===== config.mk =====
export PLATFORM = sky130hd
export DESIGN_NAME = output_safety_gate
export DESIGN_NICKNAME = d
export VERILOG_FILES = /design/src/rtl/output_safety_pkg.sv /design/src/rtl/debounce_filter.sv /design/src/rtl/output_safety_gate.sv
export SDC_FILE = /design/constraint.sdc
export NUM_CORES = 1
export LEC_CHECK = 0
export ABC_AREA = 1
export CORE_MARGIN = 8
export CORE_UTILIZATION = 48
export CTS_BUF_LIST = sky130_fd_sc_hd__clkbuf_2 sky130_fd_sc_hd__clkbuf_4 sky130_fd_sc_hd__clkbuf_8
export DETAILED_ROUTE_END_ITERATION = 8
export HOLD_SLACK_MARGIN = 0.05
export PLACE_DENSITY_LB_ADDON = 0.25
export SKIP_CTS_REPAIR_TIMING = 1
export SLEW_MARGIN = 10
export SYNTH_ARGS = -nofsm -noshare
export SYNTH_HDL_FRONTEND = slang
export SYNTH_HIERARCHICAL = 1
export SYNTH_SLANG_ARGS = --single-unit

===== constraint.sdc =====
create_clock -name clk -period 2 [get_ports clk]
set_input_delay 0.4 -clock clk [delete_from_list [all_inputs] [get_ports clk]]
set_output_delay 0.4 -clock clk [all_outputs]
set_load 0.02 [all_outputs]

===== src/rtl/output_safety_pkg.sv =====
// Shared definitions for the output safety gate: gate state encodings,
// watchdog cause bit placement and a counter width helper.
package output_safety_pkg;

    // Externally visible gate state; the encoding is part of the register map.
    typedef enum logic [1:0] {
        GATE_HOLDOFF = 2'd0,
        GATE_RUN     = 2'd1,
        GATE_TRIPPED = 2'd2
    } gate_state_t;

    // The watchdog cause bit sits directly above the shutdown source bits.
    localparam int WDT_CAUSE_OFFSET = 0;

    function automatic int wdt_cause_bit(input int num_in);
        return num_in + WDT_CAUSE_OFFSET;
    endfunction

    // Bits needed to count 0..value-1, never less than one bit.
    function automatic int width_min1(input int value);
        return (value > 1) ? $clog2(value) : 1;
    endfunction

endpackage


===== src/rtl/debounce_filter.sv =====
// Two-flop synchroniser followed by a symmetric debounce filter. The output
// follows the input only after DEBOUNCE consecutive synchronised samples at
// the new level; any sample matching the current output restarts the count.
module debounce_filter
    import output_safety_pkg::*;
#(
    parameter int DEBOUNCE = 16
) (
    input  logic clk,
    input  logic reset_n,
    input  logic d,
    output logic q
);

    localparam int CNT_W = width_min1(DEBOUNCE);
    localparam logic [CNT_W-1:0] CNT_LAST = CNT_W'(DEBOUNCE - 1);

    logic             sync1_reg;
    logic             sync2_reg;
    logic             q_reg;
    logic [CNT_W-1:0] cnt_reg;

    // Bring the asynchronous request into the clk domain.
    always_ff @(posedge clk or negedge reset_n) begin
        if (!reset_n) begin
            sync1_reg <= 1'b0;
            sync2_reg <= 1'b0;
        end else begin
            sync1_reg <= d;
            sync2_reg <= sync1_reg;
        end
    end

    // Count consecutive samples that disagree with the filtered level.
    always_ff @(posedge clk or negedge reset_n) begin
        if (!reset_n) begin
            q_reg   <= 1'b0;
            cnt_reg <= '0;
        end else if (sync2_reg == q_reg) begin
            cnt_reg <= '0;
        end else if (cnt_reg == CNT_LAST) begin
            q_reg   <= sync2_reg;
            cnt_reg <= '0;
        end else begin
            cnt_reg <= cnt_reg + CNT_W'(1);
        end
    end

    assign q = q_reg;

endmodule


===== src/rtl/output_safety_gate.sv =====
// Gates a bus of actuator outputs between functional values and per-bit safe
// defaults. Debounced shutdown sources or a missed software heartbeat trip the
// gate; it latches the cause and only re-enables after an explicit re-arm
// followed by a clean hold-off period.
module output_safety_gate
    import output_safety_pkg::*;
#(
    parameter int NUM_IN     = 3,
    parameter int NUM_IOS    = 51,
    parameter int DEBOUNCE   = 16,
    parameter int HOLDOFF    = 50000,
    parameter int WDT_CYCLES = 5000000
) (
    input  logic               clk,
    input  logic               reset_n,
    input  logic [NUM_IN-1:0]  shutdown,
    input  logic [NUM_IN-1:0]  shutdown_mask,
    input  logic               heartbeat,
    input  logic               rearm,
    input  logic [NUM_IOS-1:0] gpio_in,
    input  logic [NUM_IOS-1:0] gpio_out_default,
    output logic [NUM_IOS-1:0] gpio_out,
    output logic [1:0]         gate_state,
    output logic [NUM_IN:0]    cause,
    output logic               enabled
);

    localparam int HOLD_W  = width_min1(HOLDOFF);
    localparam int WDT_W   = width_min1(WDT_CYCLES);
    localparam int WDT_BIT = wdt_cause_bit(NUM_IN);
    localparam logic [HOLD_W-1:0] HOLD_LAST = HOLD_W'(HOLDOFF - 1);
    localparam logic [WDT_W-1:0]  WDT_LAST  = WDT_W'((WDT_CYCLES > 0) ? WDT_CYCLES - 1 : 0);

    gate_state_t        state_reg, state_next;
    logic [NUM_IN:0]    cause_reg, cause_next;
    logic [HOLD_W-1:0]  hold_reg, hold_next;
    logic [WDT_W-1:0]   wdt_reg, wdt_next;
    logic               en_reg;
    logic [NUM_IOS-1:0] gpio_in_reg;
    logic [NUM_IN-1:0]  filtered;
    logic [NUM_IN-1:0]  active;
    logic               wdt_expire;

    genvar gi;

    generate
        for (gi = 0; gi < NUM_IN; gi++) begin : g_filter
            debounce_filter #(
                .DEBOUNCE(DEBOUNCE)
            ) u_filter (
                .clk    (clk),
                .reset_n(reset_n),
                .d      (shutdown[gi]),
                .q      (filtered[gi])
            );
        end
    endgenerate

    assign active = filtered & ~shutdown_mask;

    // A heartbeat in the final cycle of the window still counts as a kick.
    assign wdt_expire = (WDT_CYCLES != 0) && (state_reg == GATE_RUN) &&
                        !heartbeat && (wdt_reg == WDT_LAST);

    // Next-state, cause and hold-off counter; a trip always beats a re-arm.
    always_comb begin
        state_next = state_reg;
        cause_next = cause_reg;
        hold_next  = hold_reg;
        case (state_reg)
            GATE_HOLDOFF: begin
                if (|active) begin
                    state_next                 = GATE_TRIPPED;
                    cause_next[NUM_IN-1:0]     = cause_reg[NUM_IN-1:0] | active;
                    hold_next                  = '0;
                end else if (hold_reg == HOLD_LAST) begin
                    state_next = GATE_RUN;
                    hold_next  = '0;
                end else begin
                    hold_next = hold_reg + HOLD_W'(1);
                end
            end
            GATE_RUN: begin
                if ((|active) || wdt_expire) begin
                    state_next             = GATE_TRIPPED;
                    cause_next[NUM_IN-1:0] = cause_reg[NUM_IN-1:0] | active;
                    cause_next[WDT_BIT]    = cause_reg[WDT_BIT] | wdt_expire;
                end
            end
            GATE_TRIPPED: begin
                if (|active) begin
                    cause_next[NUM_IN-1:0] = cause_reg[NUM_IN-1:0] | active;
                end else if (rearm) begin
                    state_next = GATE_HOLDOFF;
                    cause_next = '0;
                    hold_next  = '0;
                end
            end
            default: begin
                state_next = GATE_HOLDOFF;
                hold_next  = '0;
            end
        endcase
    end

    // Watchdog only counts while staying in RUN; anything else restarts it.
    always_comb begin
        wdt_next = '0;
        if ((WDT_CYCLES != 0) && (state_reg == GATE_RUN) &&
            (state_next == GATE_RUN) && !heartbeat) begin
            wdt_next = wdt_reg + WDT_W'(1);
        end
    end

    // Control state registers; en_reg tracks RUN without a decode delay.
    always_ff @(posedge clk or negedge reset_n) begin
        if (!reset_n) begin
            state_reg <= GATE_HOLDOFF;
            cause_reg <= '0;
            hold_reg  <= '0;
            wdt_reg   <= '0;
            en_reg    <= 1'b0;
        end else begin
            state_reg <= state_next;
            cause_reg <= cause_next;
            hold_reg  <= hold_next;
            wdt_reg   <= wdt_next;
            en_reg    <= (state_next == GATE_RUN);
        end
    end

    // Register functional outputs so they align with en_reg.
    always_ff @(posedge clk or negedge reset_n) begin
        if (!reset_n) begin
            gpio_in_reg <= '0;
        end else begin
            gpio_in_reg <= gpio_in;
        end
    end

    // Per-bit output select; reset forces the safe defaults immediately.
    generate
        for (gi = 0; gi < NUM_IOS; gi++) begin : g_out_mux
            assign gpio_out[gi] = en_reg ? gpio_in_reg[gi] : gpio_out_default[gi];
        end
    endgenerate

    assign gate_state = state_reg;
    assign cause      = cause_reg;
    assign enabled    = (state_reg == GATE_RUN);

endmodule


* Word level (Yosys, flattened, before mapping)
Index checks and enable logic that the tools add are counted.
** Cells by class
- $add $sub $neg :: 5
- Eq/ne operators :: 16
- Multiplexer cells :: 76
- Reductions and logical operators :: 16
- Bitwise logic cells :: 8
** Operators with widths (number)
- 16-bit two-way mux :: 4
- 1-bit two-way mux :: 52
- 16-bit case mux with 3 select lines :: 1
- 4-bit two-way mux :: 8
- 23-bit by 1-bit adder with 23-bit output (second input constant) :: 1
- 23-bit == test (second input constant) :: 1
- 23-bit two-way mux :: 1
- 16-bit by 1-bit adder with 16-bit output (second input constant) :: 1
- 16-bit == test (second input constant) :: 1
- 4-bit by 1-bit adder with 4-bit output (second input constant) :: 3
- 4-bit == test (second input constant) :: 3
- 2-bit two-way mux :: 5
- 3-bit case mux with 3 select lines :: 1
- 4-bit AND reduction :: 2
- 3-bit two-way mux :: 2
- 2-bit != test (second input constant) :: 3
- 2-bit case mux with 3 select lines :: 1
- 2-bit AND reduction :: 3
- 2-bit by 1-bit == test with 1-bit output (second input constant) :: 2
- 1-bit logical AND :: 4
- 1-bit NOT :: 4
- 3-bit AND :: 1
- 1-bit == test :: 3
- 3-bit != test (second input constant) :: 1
- other kinds (13) :: 13
** Word-level totals
- Input port bits :: 112
- Bits in registers :: 118
- Logic and storage cells :: 140
- Output and inout port bits :: 58

* Depth between registers and ports, before layout
- Depth in word-level cells :: 10
- Depth in mapped cells :: 10

* Hierarchy
Netlist, hierarchy kept.
** By module, submodules not included
- output_safety_gate :: instances 1, area each 4640.7 um2, cells an instance 491
- debounce_filter :: instances 3, area each 275.3 um2, cells an instance 28

* Worst setup path after synthesis
OpenSTA, ideal clock, no wires.
- Path kind :: flip-flop to output port
- Start point :: register en_reg
- End point :: output port gpio_out[0]
- Stages on the path, launching flop included :: 4
- Path buffers :: 2
- Setup slack :: 505 ps
- Arrival time :: 1095 ps
- Path through :: dfrtp_1 -> clkbuf_1 -> buf_2 -> mux2_2
** On the way
- Word-level cells in the longest chain between the ends :: 1
** Ends and longest elaborated chain
- from (decl) :: line output_safety_gate.sv:38 : logic en_reg;
- from (signal assigned) :: line output_safety_gate.sv:128 : en_reg <= (state_next == GATE_RUN);
- 1-bit two-way mux :: line output_safety_gate.sv:144 : assign gpio_out[gi] = en_reg ? gpio_in_reg[gi] : gpio_out_default[gi];
- to (decl) :: line output_safety_gate.sv:22 : output logic [NUM_IOS-1:0] gpio_out,
No other way between the ends.

* Final worst setup path
- Start point :: register en_reg
- End point :: output port gpio_out[9]
The elaborated chain is that of the path after synthesis.

==> flow_metrics.tcl <==
set metrics [dict create \
    run_status "finished, final reports clean" \
    via_count 4600 \
    grt_pass1_wl_um 22910 \
    clock_latency_ns 0.44 \
    fp-row-count 39 \
    cts_buffer_depth 2 \
    drc_errors 0 \
    ys_warn_count 6 \
    core_area_um2 11270 \
    p_leak_uw 0.003491 \
    crit_slowest_cell "dfrtp_2" \
    crit_arrival_ns 1.58 \
    synthCells 575 \
    synth-async-reset-ratio_pct 100.0 \
    ant_nets 0 \
    clock_power_share_pct 41.2 \
    grt_util_met1_pct 23.54 \
    syn_nets 692 \
    met2_usage_pct 32.21 \
    r2r_end "hold_reg[8]" \
    cp_slowest_stage_delay_ns 0.41 \
    finalWeightedCongestion 0.9348 \
    tightest_slew_ns 0.5932 \
    cp.required_ns 1.60 \
    fmaxAchievable_mhz 504.0 \
    fillCellCount 896 \
    setup_slack_ns 0.01591 \
    clk_pin_slew_ns 0.07 \
    peakVddDrop_v 0.0004362 \
    slew_headroom_pct 60.45 \
    fin_area_um2 7645 \
    fp.dieW_um 122.7 \
    ioPinCount 170 \
    grtUsageMet3_pct 5.888 \
    n_antenna_cell 0 \
    fin_crit_sh_pct 99.20 \
    avgSynthCellArea_um2 9.507 \
    fin_nets 882 \
    rsz0062_at_grt "yes" \
    path_max_fanout 28 \
    largest_reg_flops 51 \
    timing.final.crit_period_ns 1.984 \
    crit_path_start_kind "register" \
    wl_um 14330 \
    sequentialPowerShare_pct 44.3 \
    p_per_area_nw_per_um2 756.9 \
    yosys_most_used_dff "dfrtp_1" \
    hold_viol_final 0 \
    reg2reg_depth 6 \
    place_area_um2 7422 \
    wire_per_inst_um 15.56 \
    grt_use_total_pct 19.38 \
    cts_tree "built" \
    swShare_pct 24.53 \
    hpwl_um 10720 \
    cap_violations 0 \
    die_area_um2 15060 \
    initial_core_util_pct 48.50 \
    yosys_register_bits 118 \
    setup_viol 0 \
    firstDrtPassIters 4 \
    grt.overflow.total 0 \
    rrSetupSlack_ns 0.31 \
    drt_iter0_markers 400 \
    internal_power_uw 4367 \
    yosysUniqueCellTypes 33 \
    seq_area_frac_synth_pct 54.02 \
    cts_max_level 4 \
    register_area_um2 2954 \
    min_path_type "in -> async" \
    synth_edf_count 0 \
    crit_type "reg -> out" \
    via_per_inst 4.995 \
    path_cells "buf_12, mux2_2, clkbuf_2" \
    multi_input_area_um2 2242 \
    synthToLayoutAreaGrowth_pct 39.85 \
    cts_root_buf "clkbuf_8" \
    clock_sinks 118 \
    fin_worst_skew_ns 0.007872 \
    grt_busiest_layer "met2" \
    io_buffers 169 \
    r2r-start "hold_reg[0]" \
    combPwrFrac_pct 14.5 \
    post-place-ws_ns -0.05176 \
    crit_path_end_kind "output port" \
    switching_power_uw 1420 \
    drv_slew 0 \
    syn_area_um2 5466 \
    grt_max_degree 119 \
    grt_pass1_vias 4614 \
    drive_gt1_share_pct 21.34 \
    numCtsBuffers 17 \
    fp.dieH_um 122.7 \
    antenna_found_initial 0 \
]
## Yosys cell counts, types with 2 or more instances
master | instances | area, um2
o21ai_0 | 6 | 30.03
nor2_2 | 4 | 25.02
nor3_1 | 10 | 50.05
xnor2_1 | 6 | 52.55
nand4_1 | 27 | 168.9
inv_2 | 2 | 7.510
o21ai_1 | 3 | 15.01
nand2_1 | 129 | 484.2
inv_1 | 52 | 195.2
nand3_2 | 2 | 20.02
xor2_1 | 14 | 122.6
o22ai_1 | 2 | 12.51
buf_4 | 2 | 15.01
nor2_4 | 2 | 22.52
nor2_1 | 75 | 281.5
mux2_2 | 51 | 574.3
dfrtp_1 | 118 | 2953
clkbuf_1 | 2 | 7.510
nand2_2 | 2 | 12.51
nand3_1 | 35 | 175.2
o21bai_1 | 3 | 22.52
ha_1 | 5 | 62.56
a21oi_1 | 7 | 35.03
buf_2 | 7 | 35.03
## power groups by stage
| stage | Clock, uW | Combinational (uW) | Sequential, uW |
|---|---|---|---|
| 6_report | 2380 | 841 | 2560 |
| 5_1_grt | 2540 | 913 | 2570 |
| 4_1_cts | 2460 | 934 | 2560 |
| 3_5_place_dp | 0 | 929 | 2610 |
| 3_3_place_gp | 0 | 906 | 2600 |
| 2_1_floorplan | 0 | 404 | 2590 |
## worst max path at each step
| stage | from | end | slack (ns) | depth (start not counted) |
|---|---|---|---|---|
| 2_1_floorplan | en_reg | gpio_out[0] | 0.50 | 3 |
| 3_3_place_gp | gpio_out_default[1] | gpio_out[1] | -0.02 | 3 |
| 3_5_place_dp | gpio_out_default[2] | gpio_out[2] | -0.05 | 3 |
| 4_1_cts | en_reg | gpio_out[9] | -0.41 | 3 |
| 5_1_grt | en_reg | gpio_out[9] | -0.03 | 3 |
| 6_report | en_reg | gpio_out[9] | 0.02 | 3 |
## through the flow
step                      TNS [ns]  hold WS [ns]  power, uW  cells  utilization, %
final                            0       0.05556       5787    921           67.82
after global routing       -0.2591       0.09641       6028    921           67.82
after CTS                   -19.48       0.05786       5950    921           69.80
after detailed placement   -0.2958        0.3373       3535    889           65.85
after global placement    -0.03077        0.3403       3505    889           65.85
after floorplan                  0        0.1044       2990    575               -
## worst max-delay path, delay by kind of cell (launching register included)
| family | cells | cell delay [ns] |
|---|---|---|
| DFF | 1 | 0.41 |
| buffers and inverters | 2 | 0.35 |
| muxes | 1 | 0.36 |
## cells by family (layout without fill, tap and decap cells)
group	count (synthesis)	in the layout	share of synthesized area [%]
buffers and inverters	66	269	4.967
and+or+nand+nor	291	291	23.64
DFF	118	118	54.02
AOI/OAI and AO/OA	24	24	2.518
muxes	51	51	10.51
xor gates and xnor gates	20	20	3.204
adders and majority gates	5	5	1.144
## cell type report
class / instances / area share (%)
Clock buffer: 20 / 3.519
Clock inverter: 12 / 2.308
Inverter: 54 / 2.651
Multi-Input combinational cell: 391 / 29.33
Sequential cell: 118 / 38.64
Tap cell: 143 / 2.340
Timing Repair Buffer: 183 / 21.21
## routing by layer
| layer | vias up | part of all wire, % |
|---|---|---|
| met4 | 0 | 1.5 |
| met5 | - | 0 |
| met1 | 2153 | 42 |
| li1 | 2266 | - |
| met3 | 18 | 9.1 |
| met2 | 163 | 48 |
## layout by cell type, fill, tap and decap left out, types with 4 or more instances in the layout
master           synthesis  routed
nand2_1                129     129
a21oi_1                  7       7
nor2_1                  75      75
dfrtp_1                118     117
clkbuf_8                 0      19
clkinvlp_4               0       5
clkbuf_2                 0      29
xor2_1                  14      14
nand3_1                 35      35
mux2_2                  51      51
nor2_2                   4       4
buf_4                    2      21
o21ai_0                  6       6
buf_2                    7      12
bufinv_16                0       4
buf_12                   0       4
nand4_1                 27      27
xnor2_1                  6       6
inv_1                   52      52
ha_1                     5       5
nor3_1                  10      10
clkdlybuf4s50_1          0     114
Note: power is estimated with default switching activity, not from simulation.
